===== src/rtl/trace_mem_reader.sv =====
// Circular capture buffer holding the last DEPTH samples of a write stream.
// A dump freezes capture and streams the retained samples out oldest-first over valid/ready.
module trace_mem_reader #(
  parameter int unsigned WIDTH      = 8,
  parameter int unsigned DEPTH_LOG2 = 4
) (
  input  logic                  clk,
  input  logic                  rst,
  input  logic                  wr_en,
  input  logic [WIDTH-1:0]      wr_data,
  input  logic                  dump_req,
  output logic                  dump_busy,
  output logic                  out_valid,
  input  logic                  out_ready,
  output logic [WIDTH-1:0]      out_data,
  output logic [DEPTH_LOG2-1:0] out_index,
  output logic                  out_last,
  output logic [DEPTH_LOG2:0]   fill_count,
  output logic                  wr_dropped
);

  localparam int unsigned DEPTH = 2 ** DEPTH_LOG2;
  localparam logic [DEPTH_LOG2:0] FULL = (DEPTH_LOG2 + 1)'(DEPTH);

  typedef enum logic [1:0] {IDLE, LOAD, DUMP} state_t;

  state_t                state, state_nxt;
  logic [WIDTH-1:0]      mem [DEPTH];
  logic [DEPTH_LOG2-1:0] wr_ptr;
  logic [DEPTH_LOG2-1:0] rd_ptr;
  logic [DEPTH_LOG2-1:0] start;
  logic [DEPTH_LOG2-1:0] idx_nxt;
  logic                  wr_accept;
  logic                  dump_accept;
  logic                  fire;

  assign dump_busy   = (state != IDLE);
  assign wr_accept   = (state == IDLE) && wr_en;
  // A write in the accepting cycle counts, so an empty buffer plus same-cycle write still dumps.
  assign dump_accept = (state == IDLE) && dump_req && ((fill_count != '0) || wr_en);
  assign fire        = (state == DUMP) && out_valid && out_ready;
  // Full buffer: low bits of fill_count are zero, so start lands on wr_ptr.
  assign start       = wr_ptr - fill_count[DEPTH_LOG2-1:0];
  assign idx_nxt     = out_index + 1'b1;

  always_ff @(posedge clk) begin
    if (rst) state <= IDLE;
    else     state <= state_nxt;
  end

  always_comb begin
    state_nxt = state;
    unique case (state)
      IDLE:    if (dump_accept) state_nxt = LOAD;
      LOAD:    state_nxt = DUMP;
      DUMP:    if (fire && out_last) state_nxt = IDLE;
      default: state_nxt = IDLE;
    endcase
  end

  always_ff @(posedge clk) begin
    if (wr_accept) mem[wr_ptr] <= wr_data;
  end

  always_ff @(posedge clk) begin
    if (rst) begin
      wr_ptr     <= '0;
      rd_ptr     <= '0;
      fill_count <= '0;
      out_valid  <= 1'b0;
      out_data   <= '0;
      out_index  <= '0;
      out_last   <= 1'b0;
      wr_dropped <= 1'b0;
    end else begin
      if (wr_accept) begin
        wr_ptr <= wr_ptr + 1'b1;
        if (fill_count != FULL) fill_count <= fill_count + 1'b1;
      end

      if (wr_en && dump_busy) wr_dropped <= 1'b1;
      else if (dump_accept)   wr_dropped <= 1'b0;

      unique case (state)
        LOAD: begin
          out_data  <= mem[start];
          out_index <= '0;
          out_last  <= (fill_count == (DEPTH_LOG2 + 1)'(1));
          out_valid <= 1'b1;
          rd_ptr    <= start + 1'b1;
        end
        DUMP: begin
          if (fire) begin
            if (out_last) begin
              out_valid  <= 1'b0;
              out_last   <= 1'b0;
              fill_count <= '0;
            end else begin
              out_data  <= mem[rd_ptr];
              rd_ptr    <= rd_ptr + 1'b1;
              out_index <= idx_nxt;
              out_last  <= ({1'b0, idx_nxt} == fill_count - 1'b1);
            end
          end
        end
        default: ;
      endcase
    end
  end

endmodule


===== config.mk =====
export PLATFORM = sky130hd
export DESIGN_NAME = trace_mem_reader
export DESIGN_NICKNAME = d
export VERILOG_FILES = /design/src/rtl/trace_mem_reader.sv
export SDC_FILE = /design/constraint.sdc
export NUM_CORES = 1
export LEC_CHECK = 0
export CELL_PAD_IN_SITES_DETAIL_PLACEMENT = 0
export CELL_PAD_IN_SITES_GLOBAL_PLACEMENT = 1
export CORE_UTILIZATION = 55
export DETAILED_ROUTE_END_ITERATION = 10
export PLACE_DENSITY = 0.95
export SYNTH_ARGS = -nofsm -noshare
export SYNTH_HDL_FRONTEND = slang
export SYNTH_SLANG_ARGS = --single-unit
export TNS_END_PERCENT = 1

===== constraint.sdc =====
create_clock -name clk -period 4.9 [get_ports clk]
set_input_delay 0.49 -clock clk [delete_from_list [all_inputs] [get_ports clk]]
set_output_delay 0.49 -clock clk [all_outputs]
set_load 0.01 [all_outputs]

Word level (Yosys, flattened, before mapping) --
Memories as Yosys holds them, arrays and structs flattened. A register that Yosys moved wholly into a read port is not among the register bits. Cells that the tools add are included.
Word-level totals: register bits 30, RAM bits 128, input bits 13, memories kept 1
Operators by class: add/sub/neg operators 7, equal/unequal tests 10, mux-type cells 29, reduce and logical (&&, ||, !) cells 17
Memory list:
- mem | words 16, bits a word 8, rd ports 2, clocked after Yosys merged registers in 1, write ports 1, RTL line 28 | logic [WIDTH-1:0] mem [DEPTH];
Operators with widths (number):
- two-way mux 5 bit | 5
- two-way mux 4 bit | 6
- adder 4 x 1 -> 4 bit (second input constant) | 4
- two-way mux 8 bit | 2
- one-hot mux 4 bit (2 select lines) | 2
- one-hot mux 8 bit (2 select lines) | 1
- two-way mux 1 bit | 8
- != test 2 bit (second input constant) | 4
- logical AND 1 bit | 7
- one-hot mux 2 bit (3 select lines) | 1
- AND reduction 3 bit | 2
- nonzero test 2 bit | 3
- adder 5 x 1 -> 5 bit (second input constant) | 1
- equality test 4 x 5 -> 1 bit | 1
- equality test 5 x 1 -> 1 bit (second input constant) | 1
- != test 5 bit (second input constant) | 1
- nonzero test 5 bit | 1
- subtractor 5 x 1 -> 5 bit (second input constant) | 1
- two-way mux 2 bit | 2
- one-hot mux 1 bit (2 select lines) | 2
- AND reduction 2 bit | 2
- subtractor 4 bit | 1
- equality test 2 x 1 -> 1 bit (second input constant) | 1
- equality test 2 bit (second input constant) | 1
- other kinds (3) | 3

Longest topological paths before layout --
Gate-level depths: netlist of run 1.
word-level depth 7, mapped depth 11, mapped depth without buffers 9

Least setup slack after synthesis of run 1 --
No wires, ideal clock.
kind register to register, from register fill_count[0], to register out_data[1], arrival 2.493 ns, required time 4.776 ns, path slack 2.283 ns, stages on the path, launching flop included 10, path buffers 2, clock period less this slack 2.617 ns, cell sequence dfxtp_1 -> ha_1 -> inv_1 -> fa_1 -> buf_4 -> buf_2 -> mux4_2 -> mux2i_1 -> o22a_2 -> nand3_1
Between the ends: cells in the longest elaborated chain, start to end 3
Ends and longest elaborated chain:
- start: declaration | RTL line 18 | output logic [DEPTH_LOG2:0] fill_count,
- start signal: assignment | RTL line 78 | if (fill_count != FULL) fill_count <= fill_count + 1'b1;
- subtractor 4 bit | RTL line 43 | assign start = wr_ptr - fill_count[DEPTH_LOG2-1:0];
- memory (16 x 8 bit)
- one-hot mux 8 bit (2 select lines) | RTL line 84 | unique case (state)
- end signal: assignment | RTL line 86 | out_data <= mem[start];
- end signal: assignment | RTL line 99 | out_data <= mem[rd_ptr];
- end: declaration | RTL line 15 | output logic [WIDTH-1:0] out_data,
No other way between the ends. A chain may end at the register's enable or synchronous reset.

Final worst setup path of run 1 --
from register fill_count[0], to register out_data[7]
Same word-level chain as after synthesis.

==> results of run 1 <==
[metal layers]
metal / track usage [%] / wire [um] / vias to the layer above
li1: - / - / 2198
met1: 31.8 / 7030 / 2514
met2: 46.7 / 9440 / 228
met3: 5.33 / 1300 / 45
met4: 12.0 / 524 / 0
met5: 0 / 0 / -
[per-stage QoR]
| stage | utilization, % | instances |
|---|---|---|
| after global placement | 59.5 | 731 |
| final | 63.5 | 763 |
| after CTS | 63.5 | 763 |
| after detailed placement | 59.5 | 731 |
| after floorplan | - | 542 |
| after global routing | 63.5 | 763 |
[layout make-up]
cell class / instances / share of cell area, %
Tap cell: 180 / 2.57
Multi-Input combinational cell: 338 / 34.7
Clock inverter: 8 / 0.927
Clock buffer: 24 / 5.26
Inverter: 9 / 0.385
Sequential cell: 162 / 51.6
Timing Repair Buffer: 42 / 4.53
[tightest hold or removal path, delay by kind of cell (launching register included)]
| family | cells | cell delay [ps] |
|---|---|---|
| compound gates | 1 | 50 |
| simple gates | 1 | 50 |
| flops | 1 | 310 |
[cell families (layout without fill, tap and decap cells)]
logic type | after synthesis | count (layout) | synth area share (%)
adders and majority gates | 14 | 14 | 2.36
DFF | 162 | 162 | 58.4
muxes | 113 | 113 | 19.8
buffers and inverters | 42 | 83 | 2.45
AOI/OAI and AO/OA | 79 | 79 | 7.54
and+or+nand+nor | 114 | 114 | 7.38
xor gates and xnor gates | 18 | 18 | 2.13
[synth_stat cells, types with 2 or more instances]
| master | number | share of area [%] |
|---|---|---|
| nand2_1 | 18 | 0.87 |
| edfxtp_1 | 128 | 50 |
| nand3_1 | 24 | 1.5 |
| o22a_2 | 6 | 0.77 |
| o22a_1 | 2 | 0.23 |
| and4b_1 | 2 | 0.26 |
| nor3_1 | 6 | 0.39 |
| nand4_1 | 6 | 0.48 |
| a21o_1 | 3 | 0.29 |
| ha_1 | 13 | 2.1 |
| xnor2_1 | 11 | 1.2 |
| nor2_1 | 35 | 1.7 |
| nor2b_1 | 4 | 0.32 |
| mux2i_1 | 80 | 10 |
| o22ai_1 | 2 | 0.16 |
| buf_4 | 4 | 0.39 |
| o21ai_0 | 6 | 0.39 |
| mux4_2 | 32 | 9.3 |
| xor2_1 | 6 | 0.68 |
| dfxtp_1 | 34 | 8.8 |
| a32oi_1 | 8 | 0.90 |
| a21oi_1 | 13 | 0.84 |
| inv_1 | 9 | 0.44 |
| a22oi_1 | 31 | 3.0 |
| buf_2 | 14 | 0.90 |
| and2_1 | 4 | 0.32 |
| nand3b_1 | 2 | 0.19 |
| nand2b_1 | 5 | 0.40 |
| clkbuf_1 | 14 | 0.68 |
[registers in the layout (all words and copies together), names as in the netlist, named ones only]
register,cells
fill_count,5
mem,128
out_data,8
out_index,4
out_last,1
out_valid,1
rd_ptr,4
state,2
wr_dropped,1
wr_ptr,4
[worst min-delay path by stage]
| stage | start | end | cells past startpoint |
|---|---|---|---|
| after floorplan | rd_ptr[1] | register | 2 |
| after detailed placement | wr_dropped | wr_dropped | 2 |
| after global routing | wr_dropped | wr_dropped | 2 |
| final | wr_dropped | wr_dropped | 2 |
| after CTS | wr_dropped | wr_dropped | 2 |
| after global placement | wr_dropped | wr_dropped | 2 |
[power groups by stage]
stage | combinational, uW | sequential (uW) | clock (uW)
floorplan | 511 | 1580 | 0
global placement | 653 | 1600 | 0
detailed placement | 670 | 1600 | 0
CTS | 674 | 1580 | 1240
global route | 722 | 1580 | 1290
finish | 677 | 1580 | 1230
==> flow_summary.yaml, run 1 <==
setup_path:
  critPathCapture: "out_data[7]"
  required_ps: 5190
  r2r-start: "fill_count[0]"
  reg2regPathDepth: 8
  r2r_slack_ps: 1600
  cp.depth: 8
  cp-end-kind: "register"
  slowest_delay_ps: 780
  start_kind: "register"
  critPathKind: "reg2reg"
  cp_top_family: "adder cells"
  cp.arrival_ps: 3590
  cp_num_buf_inv: 2
  regToRegEndpoint: "out_data[7]"
  path_cells: "ha_1 > inv_1 > fa_2 > buf_4 > mux4_2 > mux2i_1 > o22a_2 > nand3_1"
  startpoint: "fill_count[0]"
  slowest_stage: "fa_2"
  cp_max_fo: 24
route:
  vias: 4985
  viasPerCell: 6.53
  ant_nets: 0
  wl_per_cell_um: 24.0
  wl_um: 18300
  drc: 2
  drt_pre_antenna_iters: 9
  first_iter_violations: 534
global_routing:
  grt.overflow.total: 0
  first_global_vias: 5012
  antenna_found_initial: 0
  grt_pass1_wl_um: 28000
  grt_max_degree: 65
  grt.total_usage_pct: 26.7
layout:
  layout_common_cells: "edfxtp_1, mux2i_1, nor2_1, dfxtp_1, clkdlybuf4s50_1"
  nets: 597
  stdcell_area_um2: 8770
  area_growth_syn_to_layout_pct: 13.2
  drive_gt1_share_pct: 14.4
  seqCellArea_um2: 4530
  antenna_cells: 0
  fillers: 944
  multiInputGateArea_um2: 3050
  mostFrequentLayoutCell: "edfxtp_1"
placed_design:
  gp_congestion: 0.803
  numPortBuffers: 33
  placed_cell_area_um2: 8230
  dp_slack_ps: 1600
  dp_hpwl_um: 11400
sta:
  relSlewSlack_pct: 24.8
  period_share_pct: 67.3
  finalClockSkew_ps: 9.95
  hold_viol: 0
  fin_tns_setup_ps: 0
  setup_viol: 0
  period_needed_ps: 3300
  maxSlewViolCount: 0
  rsz0062_at_grt: "no"
  tightest_slew_ps: 1130
  max_freq_mhz: 303
  hold_slack_ps: 466
  fin_ws_ps: 1600
outcome:
  violations: "DRC"
  status: "complete, but fails checks"
die:
  io_pins: 34
  die_w_um: 121
  rows: 43
  core_area_um2: 13800
  initial_utilization_pct: 56.1
  dieArea_um2: 14600
  die_h_um: 121
power:
  total_power_uw: 3480
  switchingPower_uw: 910
  power.share.combinational_pct: 19.5
  seq_power_share_pct: 45.3
  ir_worst_vdd_mv: 0.239
  p_int_uw: 2570
  clockPowerShare_pct: 35.2
  powerDensity_nw_per_um2: 397
  p_leak_uw: 0.00282
  sw_frac_of_total_pct: 26.2
logic_synthesis:
  synth_area_um2: 7750
  synthCells: 542
  synth_edf_count: 128
  synthFlopType: "edfxtp_1"
  synth.distinct_cells: 49
  syn-num-nets: 569
  synth-seq-cells: 162
  async_reset_ff_share_pct: 0
  yosysWarnings: 0
  seq_area_frac_synth_pct: 58.4
  syn-mean-instance-area_um2: 14.3
job:
  drv_cap: 0
cts:
  cts_buffers: 17
  cts_num_sinks: 162
  postCtsSetupBuffers: 0
  h-tree-depth: 4
  tritoncts: "done"
  clk_path_buf_depth: 2
  hold_buffers: 0
  post_cts_resize_count: 0
  clk_pin_slew_ps: 60
  clock_latency_ps: 420
  root_buffer: "clkbuf_16"
worst_hold_path:
  holdCritPathClass: "reg2reg"
No activity file was read; power rests on OpenSTA's default activity.
==> run 2, diff against run 1 <==
--- a/config.mk
+++ b/config.mk
@@ -7,9 +7,9 @@
 export LEC_CHECK = 0
 export CELL_PAD_IN_SITES_DETAIL_PLACEMENT = 0
 export CELL_PAD_IN_SITES_GLOBAL_PLACEMENT = 1
-export CORE_UTILIZATION = 55
+export CORE_UTILIZATION = 46
 export DETAILED_ROUTE_END_ITERATION = 10
-export PLACE_DENSITY = 0.95
+export PLACE_DENSITY = 0.86
 export SYNTH_ARGS = -nofsm -noshare
 export SYNTH_HDL_FRONTEND = slang
 export SYNTH_SLANG_ARGS = --single-unit
==> constraint.sdc (replaced) <==
create_clock -name clk -period 2.66 [get_ports clk]
set_input_delay 0.266 -clock clk [delete_from_list [all_inputs] [get_ports clk]]
set_output_delay 0.266 -clock clk [all_outputs]
set_load 0.01 [all_outputs]
==> flow_summary.yaml, run 2 (synthesis gave the netlist of run 1 again) <==
layout:
  top_register: "mem"
  mostFrequentLayoutCell: "edfxtp_1"
  nets: 636
  antenna_cells: 0
  area_growth_syn_to_layout_pct: 18.9
  layout.core_utilization_pct: 55.8
  fillers: 1288
  multiInputGateArea_um2: 3070
  top_regs: "mem x128, out_data x8, fill_count x5"
  final_cells: 842
  seqCellArea_um2: 4530
  drive_gt1_share_pct: 21.1
  largest_reg_flops: 128
  stdcell_area_um2: 9220
  layout_common_cells: "edfxtp_1, mux2i_1, buf_4, nor2_1, clkdlybuf4s50_1"
setup_path:
  critPathKind: "reg2reg"
  cp-end-kind: "register"
  slowest_stage: "fa_2"
  r2r-start: "wr_ptr[0]"
  reg2regPathDepth: 10
  slowest_delay_ps: 590
  cp_max_fo: 7
  cp.arrival_ps: 2910
  required_ps: 2960
  start_kind: "register"
  regToRegEndpoint: "out_data[4]"
  r2r_slack_ps: 50
  path_cells: "inv_2 > ha_2 > inv_2 > fa_2 > buf_12 > buf_12 > mux4_2 > mux2i_2 > o22a_1 > nand3_1"
worst_hold_path:
  hp-start: "dump_req"
  hold_path_depth: 3
  hold_end: "state[0]"
  holdCritPathClass: "in2reg"
die:
  die_w_um: 132
  dieArea_um2: 17400
  initial_utilization_pct: 46.9
  core_area_um2: 16500
  die_h_um: 132
  io_pins: 34
  rows: 47
global_routing:
  grt.total_usage_pct: 22.1
  antenna_found_initial: 0
  grt_pass1_wl_um: 28700
  first_global_vias: 5078
  grt.overflow.total: 0
  grt_max_degree: 35
power:
  sw_frac_of_total_pct: 27.4
  p_leak_uw: 0.00305
  power.share.combinational_pct: 23.6
  switchingPower_uw: 1810
  clockPowerShare_pct: 33.2
  p_int_uw: 4810
  ir_worst_vdd_mv: 0.537
  seq_power_share_pct: 43.2
  powerDensity_nw_per_um2: 719
sta:
  tightest_slew_ps: 608
  relSlewSlack_pct: 59.3
  finalClockSkew_ps: 8.99
  fin_ws_ps: 51.9
  maxSlewViolCount: 0
  setup_viol: 0
  period_share_pct: 98.0
  hold_viol: 0
  max_freq_mhz: 383
  hold_slack_ps: 448
  period_needed_ps: 2610
cts:
  root_buffer: "clkbuf_16"
  cts_num_sinks: 162
  h-tree-depth: 4
  tritoncts: "done"
  clk_path_buf_depth: 2
  cts_buffers: 17
  clk_pin_slew_ps: 70
  clock_latency_ps: 420
route:
  viasPerCell: 5.97
  wl_per_cell_um: 21.8
  first_iter_violations: 440
  drc: 0
  drt_pre_antenna_iters: 5
  ant_nets: 0
  vias: 5024
  wl_um: 18300
placed_design:
  dp_hpwl_um: 12100
  dpl.cell_count: 802
  numPortBuffers: 33
  placed_cell_area_um2: 8560
  gp_congestion: 0.817
  dp_slack_ps: -48.5
job:
  drv_cap: 0
outcome:
  status: "finished, final reports clean"
run 2: changes by cell type in the layout (fill, tap and decap cells not counted), moves of 4 or more:
cell	delta
clkbuf_1	-6
inv_6	+5
mux2i_1	-4
buf_12	+5
buf_4	+30
clkinv_1	+4
run 2: area by class of cell:
class	count	area share, %
flip-flops and latches	162	49.1
clock buffers	17	4.61
clock inverters	15	1.15
multi-input cells	338	33.3
repair buffers	81	8.48
inverters	9	0.366
well taps	220	2.99
run 2: per-layer routing:
metal  wire, um  track usage (%)  share of wire [%]
met5          0                0                  0
met1       7660             29.4                 42
met3       1610             6.31                8.8
met2       8570             34.0                 47
met4        514             9.63                2.8
run 2: repair_timing:
item	in CTS	in global routing
pin swaps	0	6
hold buffers	0	0
gates resized for setup	1	12
cloned	0	1
setup buffers	4	3
endpoints found under the setup margin	2	7
run 2: power groups by stage:
stage          clock network [uW]  logic [uW]  registers (uW)
2_1_floorplan                   0         942            2900
3_3_place_gp                    0        1350            2910
3_5_place_dp                    0        1380            2910
4_1_cts                      2240        1430            2860
5_1_grt                      2350        1660            2870
6_report                     2200        1560            2860
run 2: worst max path at each step:
stage                        from     endpoint  slack, ps  cells after the start
detailed placement      wr_ptr[0]  out_data[7]        -50                      9
global route            wr_ptr[0]  out_data[4]        -30                     10
finish                  wr_ptr[0]  out_data[4]         50                     10
CTS                     wr_ptr[0]  out_data[7]         30                      9
global placement        wr_ptr[0]  out_data[4]         40                      9
floorplan           fill_count[0]  out_data[1]         40                      9
run 2: stage by stage:
| stage | power (uW) | setup TNS [ps] |
|---|---|---|
| floorplan | 3850 | 0 |
| global placement | 4260 | 0 |
| detailed placement | 4300 | -48.5 |
| CTS | 6530 | 0 |
| global route | 6880 | -37.9 |
| finish | 6620 | 0 |
run 2: worst max-delay path, delay by kind of cell (launching register included):
kind            cells  cell delay [ps]
mux                 2              800
fa+ha+maj           2              760
buf+inv             4              350
flops               1              320
compound gates      1              180
simple gates        1               80
